<file path="config.mk">
export PLATFORM = sky130hd
export DESIGN_NAME = seq_pattern_tx
export DESIGN_NICKNAME = d
export VERILOG_FILES = /design/src/rtl/seq_pattern_tx.sv
export SDC_FILE = /design/constraint.sdc
export NUM_CORES = 1
export LEC_CHECK = 0
export CORE_MARGIN = 10
export CORE_UTILIZATION = 40
export CTS_BUF_LIST = sky130_fd_sc_hd__clkbuf_8 sky130_fd_sc_hd__clkbuf_16
export CTS_CLUSTER_DIAMETER = 120
export DETAILED_ROUTE_END_ITERATION = 10
export SLEW_MARGIN = 20
export SYNTH_ARGS = -nofsm -noshare
export SYNTH_HDL_FRONTEND = slang
export SYNTH_SLANG_ARGS = --single-unit
export TNS_END_PERCENT = 1
</file>
<file path="constraint.sdc">
create_clock -name clk -period 3.6 [get_ports clk]
set_clock_uncertainty 0.2 [all_clocks]
set_input_delay 1.08 -clock clk [delete_from_list [all_inputs] [get_ports clk]]
set_output_delay 1.08 -clock clk [all_outputs]
set_load 0.02 [all_outputs]
</file>
<file path="src/rtl/seq_pattern_tx.sv">
// Serial pattern transmitter: latches a WIDTH-bit pattern on start and shifts it
// out MSB-first, repeated a programmable number of times with idle gaps between.
module seq_pattern_tx #(
    parameter int WIDTH = 4,
    parameter int CNT_W = 4,
    parameter int GAP_W = 3
) (
    input  logic             clk,
    input  logic             reset_n,
    // Handshake: start is a request with no ready; it is taken only on an edge
    // where the block is IDLE (busy=0) and abort=0, otherwise it is dropped.
    input  logic             start,
    input  logic             abort,
    input  logic [WIDTH-1:0] pattern_in,
    input  logic [CNT_W-1:0] repeat_cnt,
    input  logic [GAP_W-1:0] gap_len,
    output logic             data_out,
    output logic             data_valid,
    output logic             busy,
    output logic             done,
    output logic [1:0]       dbg_state_o
);

    localparam int IDX_W = $clog2(WIDTH);
    localparam logic [IDX_W-1:0] LAST_IDX = IDX_W'(WIDTH - 1);

    typedef enum logic [1:0] {
        ST_IDLE  = 2'd0,
        ST_SHIFT = 2'd1,
        ST_GAP   = 2'd2,
        ST_DONE  = 2'd3
    } state_t;

    state_t           state_q, state_d;
    logic [WIDTH-1:0] pat_q, pat_d;
    logic [IDX_W-1:0] bit_idx_q, bit_idx_d;
    logic [CNT_W-1:0] reps_q, reps_d;
    logic [GAP_W-1:0] gap_q, gap_d;
    logic [GAP_W-1:0] gcnt_q, gcnt_d;
    logic             data_out_q, data_out_d;
    logic             data_valid_q, data_valid_d;
    logic             busy_q, busy_d;
    logic             done_q, done_d;

    always_comb begin
        state_d   = state_q;
        pat_d     = pat_q;
        bit_idx_d = bit_idx_q;
        reps_d    = reps_q;
        gap_d     = gap_q;
        gcnt_d    = gcnt_q;

        case (state_q)
            ST_IDLE: begin
                if (start && !abort) begin
                    pat_d     = pattern_in;
                    reps_d    = (repeat_cnt == '0) ? CNT_W'(1) : repeat_cnt;
                    gap_d     = gap_len;
                    bit_idx_d = LAST_IDX;
                    state_d   = ST_SHIFT;
                end
            end
            ST_SHIFT: begin
                if (abort) begin
                    state_d = ST_IDLE;
                end else if (bit_idx_q != '0) begin
                    bit_idx_d = bit_idx_q - 1'b1;
                end else if (reps_q > CNT_W'(1)) begin
                    reps_d    = reps_q - 1'b1;
                    bit_idx_d = LAST_IDX;
                    if (gap_q != '0) begin
                        gcnt_d  = gap_q;
                        state_d = ST_GAP;
                    end
                end else begin
                    state_d = ST_DONE;
                end
            end
            ST_GAP: begin
                // Counter holds the number of gap cycles still to spend, including this one.
                if (abort) begin
                    state_d = ST_IDLE;
                end else if (gcnt_q <= GAP_W'(1)) begin
                    gcnt_d  = '0;
                    state_d = ST_SHIFT;
                end else begin
                    gcnt_d = gcnt_q - 1'b1;
                end
            end
            ST_DONE: begin
                state_d = ST_IDLE;
            end
            default: begin
                state_d = ST_IDLE;
            end
        endcase

        // Outputs are registered from the next-state decode so they line up with state_q.
        data_valid_d = (state_d == ST_SHIFT);
        data_out_d   = (state_d == ST_SHIFT) ? pat_d[bit_idx_d] : 1'b0;
        busy_d       = (state_d != ST_IDLE);
        done_d       = (state_d == ST_DONE);
    end

    always_ff @(posedge clk or negedge reset_n) begin
        if (!reset_n) begin
            state_q      <= ST_IDLE;
            pat_q        <= '0;
            bit_idx_q    <= '0;
            reps_q       <= '0;
            gap_q        <= '0;
            gcnt_q       <= '0;
            data_out_q   <= 1'b0;
            data_valid_q <= 1'b0;
            busy_q       <= 1'b0;
            done_q       <= 1'b0;
        end else begin
            state_q      <= state_d;
            pat_q        <= pat_d;
            bit_idx_q    <= bit_idx_d;
            reps_q       <= reps_d;
            gap_q        <= gap_d;
            gcnt_q       <= gcnt_d;
            data_out_q   <= data_out_d;
            data_valid_q <= data_valid_d;
            busy_q       <= busy_d;
            done_q       <= done_d;
        end
    end

    assign data_out    = data_out_q;
    assign data_valid  = data_valid_q;
    assign busy        = busy_q;
    assign done        = done_q;
    assign dbg_state_o = state_q;

endmodule

</file>
==> results of run 1 <==
-- stage by stage --
| stage | worst slack [ns] | total power [mW] | area (um^2) |
|---|---|---|---|
| after floorplan | 1.00 | 0.588 | 1260 |
| final | 0.656 | 0.906 | 1570 |
| after global placement | 0.472 | 0.674 | 1500 |
| after global routing | 0.465 | 0.977 | 1570 |
| after CTS | 0.700 | 0.917 | 1570 |
| after detailed placement | 0.421 | 0.681 | 1500 |
-- worst max-delay path, cell delays in order --
cell and delay, ns:
sky130_fd_sc_hd__clkdlybuf4s50_1 0.61, sky130_fd_sc_hd__nor4b_1 0.49, sky130_fd_sc_hd__o31ai_1 0.20, sky130_fd_sc_hd__o32a_1 0.31, sky130_fd_sc_hd__o211ai_1 0.10, sky130_fd_sc_hd__a211oi_2 0.09
-- power groups by stage --
stage	combinational, mW	sequential [mW]	clock (mW)
4_1_cts	0.290	0.388	0.239
5_1_grt	0.328	0.400	0.249
2_1_floorplan	0.214	0.375	0
3_3_place_gp	0.282	0.392	0
6_report	0.286	0.388	0.231
3_5_place_dp	0.289	0.392	0
-- worst max-delay path by stage --
stage	startpoint	end	slack, ns	cells after the start
floorplan	abort	data_out	1.00	6
global placement	abort	data_out	0.47	6
detailed placement	abort	data_out	0.42	6
CTS	abort	data_out	0.70	6
global route	abort	data_out	0.46	6
finish	abort	data_out	0.66	6
-- layout make-up --
type / instances / area [um^2] / area share
Clock buffer: 3 / 41.3 / 0.0263
Clock inverter: 1 / 30.0 / 0.0191
Inverter: 7 / 26.3 / 0.0167
Multi-Input combinational cell: 102 / 651 / 0.415
Sequential cell: 22 / 551 / 0.351
Tap cell: 44 / 55.1 / 0.0351
Timing Repair Buffer: 22 / 215 / 0.137
-- logic make-up after synthesis --
group / share of synthesized area
simple gates: 0.263
fa+ha+maj: 0.0398
compound gates: 0.199
flops: 0.438
mux: 0.0159
buf+inv: 0.0448
-- routing by layer --
| layer | track usage | part of all wire | up-vias |
|---|---|---|---|
| li1 | - | - | 520 |
| met1 | 0.121 | 0.49 | 493 |
| met2 | 0.165 | 0.47 | 13 |
| met3 | 0.0295 | 0.037 | 2 |
| met4 | 0.0223 | 0.0060 | 0 |
| met5 | 0 | 0 | - |
-- sequential cells by signal, indices dropped and copies added, names as in the netlist, 2 cells and up --
register,cells
bit_idx_q,2
reps_q,4
gcnt_q,3
gap_q,3
pat_q,4
dbg_state_o,2
-- Yosys cell counts (2+ instances only) --
cell                       count  area, um^2
sky130_fd_sc_hd__dfrtp_1      22         551
sky130_fd_sc_hd__nand2_1      22        82.6
sky130_fd_sc_hd__nor2_1       17        63.8
sky130_fd_sc_hd__inv_1         7        26.3
sky130_fd_sc_hd__nand2b_1      6        37.5
sky130_fd_sc_hd__a21oi_1       5        25.0
sky130_fd_sc_hd__ha_1          4        50.1
sky130_fd_sc_hd__o21ai_0       4        20.0
sky130_fd_sc_hd__a22oi_1       3        22.5
sky130_fd_sc_hd__buf_2         3        15.0
sky130_fd_sc_hd__nor3_1        3        15.0
sky130_fd_sc_hd__o211ai_1      3        22.5
sky130_fd_sc_hd__or3_1         3        18.8
sky130_fd_sc_hd__a211oi_1      2        15.0
sky130_fd_sc_hd__mux2i_1       2        20.0
sky130_fd_sc_hd__o31ai_1       2        15.0
==> load_flow_metrics.sql, run 1 <==
INSERT INTO impl_metrics (metric_group, metric, value, unit) VALUES
('run_status', 'status', 'completed', ''),
('power_and_ir_drop', 'total_leakage_power', '0.684', 'nW'),
('synth', 'yosys.cell_types.count', '44', ''),
('synth', 'synth_flop_cell', 'sky130_fd_sc_hd__dfrtp_1', ''),
('worst_hold_path', 'timing.hold.worst_endpoint', 'gap_q[1]', ''),
('worst_hold_path', 'timing.hold.worst.start', 'gap_q[1]', ''),
('global_route', 'grt_usage', '0.0985', ''),
('placed_design', 'place.detailed.hpwl', '2200', 'um'),
('worst_setup_path', 'r2r-start', 'reps_q[0]', ''),
('final_layout', 'count_of_non_filler_cells_in_the_finished_layout', '201', ''),
('global_route', 'grt_pass1_wl', '4850', 'um'),
('power_and_ir_drop', 'power_frac_clock', '0.256', ''),
('die', 'core.rowCount', '20', ''),
('sta', 'report.final.hold_viol_count', '0', ''),
('clock_tree', 'post_cts_buffers', '0', ''),
('clock_tree', 'htreeDepth', '1', ''),
('synth', 'synth-async-reset-ratio', '1.00', ''),
('sta', 'fmax', '340', 'MHz'),
('route', 'dr_total_vias', '1028', ''),
('sta', 'max_slew.worst_pin.slew', '0.518', 'ns'),
('worst_hold_path', 'hold_class', 'reg2reg', ''),
('synth', 'postSynthNetCount', '155', ''),
('power_and_ir_drop', 'power_switching_share', '0.343', ''),
('clock_tree', 'clk_pin_slew', '0.08', 'ns'),
('die', 'fp.dieArea', '5790', 'um^2'),
('route', 'post_drt_wl_per_cell', '14.0', 'um'),
('worst_setup_path', 'endpoint_kind', 'register', ''),
('worst_setup_path', 'regToRegEndpoint', 'gcnt_q[2]', ''),
('final_layout', 'post_route_cells_drive_above_1_share', '0.0955', ''),
('final_layout', 'finish.utilization', '0.518', ''),
('sta', 'timing_max_transition_violations_final', '0', ''),
('sta', 'setup-violations-final', '0', ''),
('worst_setup_path', 'criticalPathCategory', 'in2reg', ''),
('die', 'ioPinCount', '21', ''),
('worst_setup_path', 'rr_worst_depth', '7', ''),
('route', 'initial_drc_count', '46', ''),
('power_and_ir_drop', 'power.sequential.fraction', '0.429', ''),
('global_route', 'via_count_of_the_first_global_routing_pass', '1076', ''),
('clock_tree', 'post_cts_resize_count', '0', ''),
('placed_design', 'port_buffers', '20', ''),
('worst_setup_path', 'worstSetupStartpointType', 'primary input', ''),
('power_and_ir_drop', 'power_report.internal_total', '0.595', 'mW'),
('power_and_ir_drop', 'power.share.combinational', '0.316', ''),
('synth', 'ys_seq_area_frac', '0.438', ''),
('power_and_ir_drop', 'power_density', '577', 'nW/um^2'),
('global_route', 'grt_max_degree', '23', ''),
('worst_hold_path', 'number_of_cells_traversed_by_the_worst_hold_path', '2', ''),
('die', 'initial_core_utilization', '0.415', ''),
('route', 'finalWirelength', '2820', 'um'),
('power_and_ir_drop', 'max-vdd-ir-drop', '0.352', 'mV'),
('placed_design', 'numPlacedInstances', '197', ''),
('clock_tree', 'ctsHoldBuffers', '0', ''),
('final_layout', 'syn_to_final_growth', '24.8', '%'),
('final_layout', 'diodes', '0', ''),
('synth', 'register_bit_total_from_synthesis', '22', ''),
('route', 'detail_route.vias_per_cell', '5.11', ''),
('synth', 'ys.warnings.count', '0', ''),
('clock_tree', 'cts_made_buffers', '3', ''),
('clock_tree', 'cts-root-to-sink-buffers', '2', ''),
('sta', 'unrepaired_setup_endpoints_after_global_routing', 'no', ''),
('route', 'postRouteAntennaNets', '0', ''),
('clock_tree', 'num_clock_sinks', '22', ''),
('route', 'detail_route.first_pass.iterations', '4', ''),
('worst_setup_path', 'critPathRequiredTime', '3.54', 'ns'),
('placed_design', 'rd_place_congestion', '0.795', ''),
('worst_setup_path', 'ff2ff_setup_slack', '1.32', 'ns'),
('sta', 'maxSlewHeadroom', '0.652', ''),
('global_route', 'overflow', '0', ''),
('synth', 'syn_avg_cell_area', '9.25', 'um^2'),
('clock_tree', 'tritoncts', 'yes', ''),
('die', 'floorplan.die.width', '76.1', 'um');
Note: power is estimated with default switching activity, not from simulation.
==> run 2: changes to the inputs <==
--- a/config.mk
+++ b/config.mk
@@ -10,6 +10,7 @@
 export CTS_BUF_LIST = sky130_fd_sc_hd__clkbuf_8 sky130_fd_sc_hd__clkbuf_16
 export CTS_CLUSTER_DIAMETER = 120
 export DETAILED_ROUTE_END_ITERATION = 10
+export PLACE_DENSITY = 0.65
 export SLEW_MARGIN = 20
 export SYNTH_ARGS = -nofsm -noshare
 export SYNTH_HDL_FRONTEND = slang
==> constraint.sdc (replaced) <==
create_clock -name clk -period 2.4 [get_ports clk]
set_clock_uncertainty 0.2 [all_clocks]
set_input_delay 0.72 -clock clk [delete_from_list [all_inputs] [get_ports clk]]
set_output_delay 0.72 -clock clk [all_outputs]
set_load 0.02 [all_outputs]
==> run 2 against run 1 <==
Sequential share of layout area down 1.7 points. Critical endpoint is now dbg_state_o[1]. Global-route usage up 0.43 points. Sequential power up 50%. Highest routed layer unchanged.
==> load_flow_metrics.sql, run 2 (synthesis gave the netlist of run 1 again) <==
INSERT INTO impl_metrics (metric_group, metric, value, unit) VALUES
('run_status', 'status', 'completed', ''),
('worst_setup_path', 'cp_max_fo', '8', ''),
('clock_tree', 'cts-root-to-sink-buffers', '2', ''),
('route', 'detail_route.first_pass.iterations', '4', ''),
('sta', 'final_critical_path_setup_slack', '0.0703', 'ns'),
('route', 'wl_met3', '92', 'um'),
('sta', 'period_minus_slack', '2.33', 'ns'),
('power_and_ir_drop', 'design_power_total', '1.32', 'mW'),
('route', 'remaining_drc_errors', '0', ''),
('worst_setup_path', 'criticalPathCategory', 'reg2out', ''),
('die', 'initial_core_utilization', '0.415', ''),
('sta', 'min_period_over_period', '0.971', ''),
('worst_hold_path', 'hold_class', 'reg2reg', ''),
('sta', 'report.final.hold_viol_count', '0', ''),
('global_route', 'grt_usage', '0.103', ''),
('final_layout', 'syn_to_final_growth', '31.2', '%'),
('global_route', 'via_count_of_the_first_global_routing_pass', '1096', ''),
('placed_design', 'port_buffers', '20', ''),
('route', 'initial_drc_count', '60', ''),
('clock_tree', 'worst_skew_pair.late_latency', '0.26', 'ns'),
('final_layout', 'final.fill_count', '287', ''),
('worst_setup_path', 'critical_path.n_buffers_inverters', '1', ''),
('worst_setup_path', 'worstSetupStartpointType', 'register', ''),
('route', 'wirelength_met1', '1360', 'um'),
('final_layout', 'most-common-layout-cells', 'sky130_fd_sc_hd__nand2_1 (22), sky130_fd_sc_hd__dfrtp_1 (21), sky130_fd_sc_hd__clkdlybuf4s50_1 (19)', ''),
('worst_setup_path', 'crit_arrival', '1.41', 'ns'),
('final_layout', 'finish.utilization', '0.545', ''),
('clock_tree', 'post_cts_buffers', '0', ''),
('route', 'dr_total_vias', '1088', ''),
('route', 'post_drt_wl_per_cell', '13.7', 'um'),
('job', 'max-cap-violations', '0', ''),
('clock_tree', 'htreeDepth', '1', ''),
('worst_setup_path', 'endpoint_kind', 'primary output', ''),
('route', 'detail_route.vias_per_cell', '5.13', ''),
('final_layout', 'reg_top3', 'pat_q x4, reps_q x4', ''),
('sta', 'max_slew.worst_pin.slew', '0.465', 'ns'),
('worst_setup_path', 'critPathRequiredTime', '1.48', 'ns'),
('clock_tree', 'num_clock_sinks', '22', ''),
('global_route', 'grt_pass1_wl', '5010', 'um'),
('route', 'routed.top_layer', 'met4', ''),
('final_layout', 'diodes', '0', ''),
('worst_setup_path', 'critical_path.top_delay_family', 'buffers and inverters', ''),
('clock_tree', 'ctsHoldBuffers', '0', ''),
('clock_tree', 'ctsRootBufferMaster', 'sky130_fd_sc_hd__clkbuf_8', ''),
('power_and_ir_drop', 'total_leakage_power', '0.741', 'nW'),
('power_and_ir_drop', 'power_density', '797', 'nW/um^2'),
('final_layout', 'post_route_cells_drive_above_1_share', '0.173', ''),
('final_layout', 'layout_commonest_cell', 'sky130_fd_sc_hd__nand2_1', ''),
('route', 'met2WireLength', '1420', 'um'),
('final_layout', 'layout_nets', '188', ''),
('worst_setup_path', 'slowest_stage_delay_cp', '0.65', 'ns'),
('sta', 'maxSlewHeadroom', '0.687', ''),
('sta', 'fmax', '429', 'MHz'),
('placed_design', 'place_area', '1580', 'um^2'),
('final_layout', 'finished_cell_area', '1650', 'um^2'),
('worst_setup_path', 'critical-path-slowest-cell', 'sky130_fd_sc_hd__clkdlybuf4s50_1', ''),
('global_route', 'initial_antenna_violation_count', '0', ''),
('clock_tree', 'cts_made_buffers', '3', ''),
('placed_design', 'post-place-ws', '-0.267', 'ns'),
('worst_setup_path', 'crit_path_cell_trace', 'clkdlybuf4s50_1', ''),
('clock_tree', 'post_cts_resize_count', '1', ''),
('sta', 'unrepaired_setup_endpoints_after_global_routing', 'no', ''),
('global_route', 'grt_max_degree', '23', ''),
('route', 'finalWirelength', '2900', 'um'),
('die', 'core.rowCount', '20', ''),
('route', 'postRouteAntennaNets', '0', ''),
('clock_tree', 'tritoncts', 'yes', ''),
('power_and_ir_drop', 'max-vdd-ir-drop', '0.430', 'mV'),
('global_route', 'overflow', '0', ''),
('die', 'ioPinCount', '21', ''),
('placed_design', 'rd_place_congestion', '0.840', ''),
('sta', 'setup-violations-final', '0', ''),
('placed_design', 'place.detailed.hpwl', '2280', 'um'),
('die', 'chip_height', '76.1', 'um'),
('sta', 'hold_slack', '0.309', 'ns'),
('die', 'core_area', '3030', 'um^2'),
('clock_tree', 'clk_pin_slew', '0.08', 'ns'),
('sta', 'timing_max_transition_violations_final', '0', ''),
('die', 'floorplan.die.width', '76.1', 'um'),
('die', 'fp.dieArea', '5790', 'um^2');
-- run 2: routing by layer --
metal  up-vias  global-route usage
li1        548                   -
met1       519               0.120
met2        19               0.178
met3         2              0.0295
met4         0              0.0279
met5         -                   0
-- run 2: where the power goes --
group          switching [mW]  internal, mW  leakage [nW]
Clock                   0.115         0.146        0.0288
Combinational           0.244         0.229         0.447
Sequential              0.111         0.471         0.265
-- run 2: area by class of cell --
type                    count  area (um^2)  area share
multi-input cells         102          662       0.401
flip-flops and latches     22          552       0.334
repair buffers             33          300       0.182
clock buffers               4         55.1      0.0334
inverters                   7         26.3      0.0159
well taps                  44         55.1      0.0334
-- run 2: worst paths after layout --
| check | startpoint | endpoint | slack [ns] | cells after the start |
|---|---|---|---|---|
| worst max-delay path | dbg_state_o[1] | dbg_state_o[1] | 0.07 | 1 |
| worst min-delay path | pat_q[0] | pat_q[0] | 0.31 | 2 |
| worst max register to register | reps_q[0] | gcnt_q[2] | 0.17 | 7 |
| worst min register to register | pat_q[0] | pat_q[0] | 0.31 | 2 |
| max in group asynchronous | reset_n | dbg_state_o[1] | 1.14 | 2 |
| min in group asynchronous | reset_n | gcnt_q[2] | 0.61 | 2 |
-- run 2: worst register-to-register path: cells and delay by family (launching register included) --
| family | cells | cell delay, ns |
|---|---|---|
| compound gates | 2 | 0.62 |
| simple gates | 3 | 0.60 |
| flops | 1 | 0.42 |
| fa+ha+maj | 1 | 0.23 |
| buf+inv | 1 | 0.06 |
-- run 2: metrics by stage --
stage / TNS (ns) / cells
6_report: 0 / 212
5_1_grt: 0 / 212
4_1_cts: 0 / 212
3_5_place_dp: -0.562 / 208
3_3_place_gp: -0.327 / 208
2_1_floorplan: 0 / 136
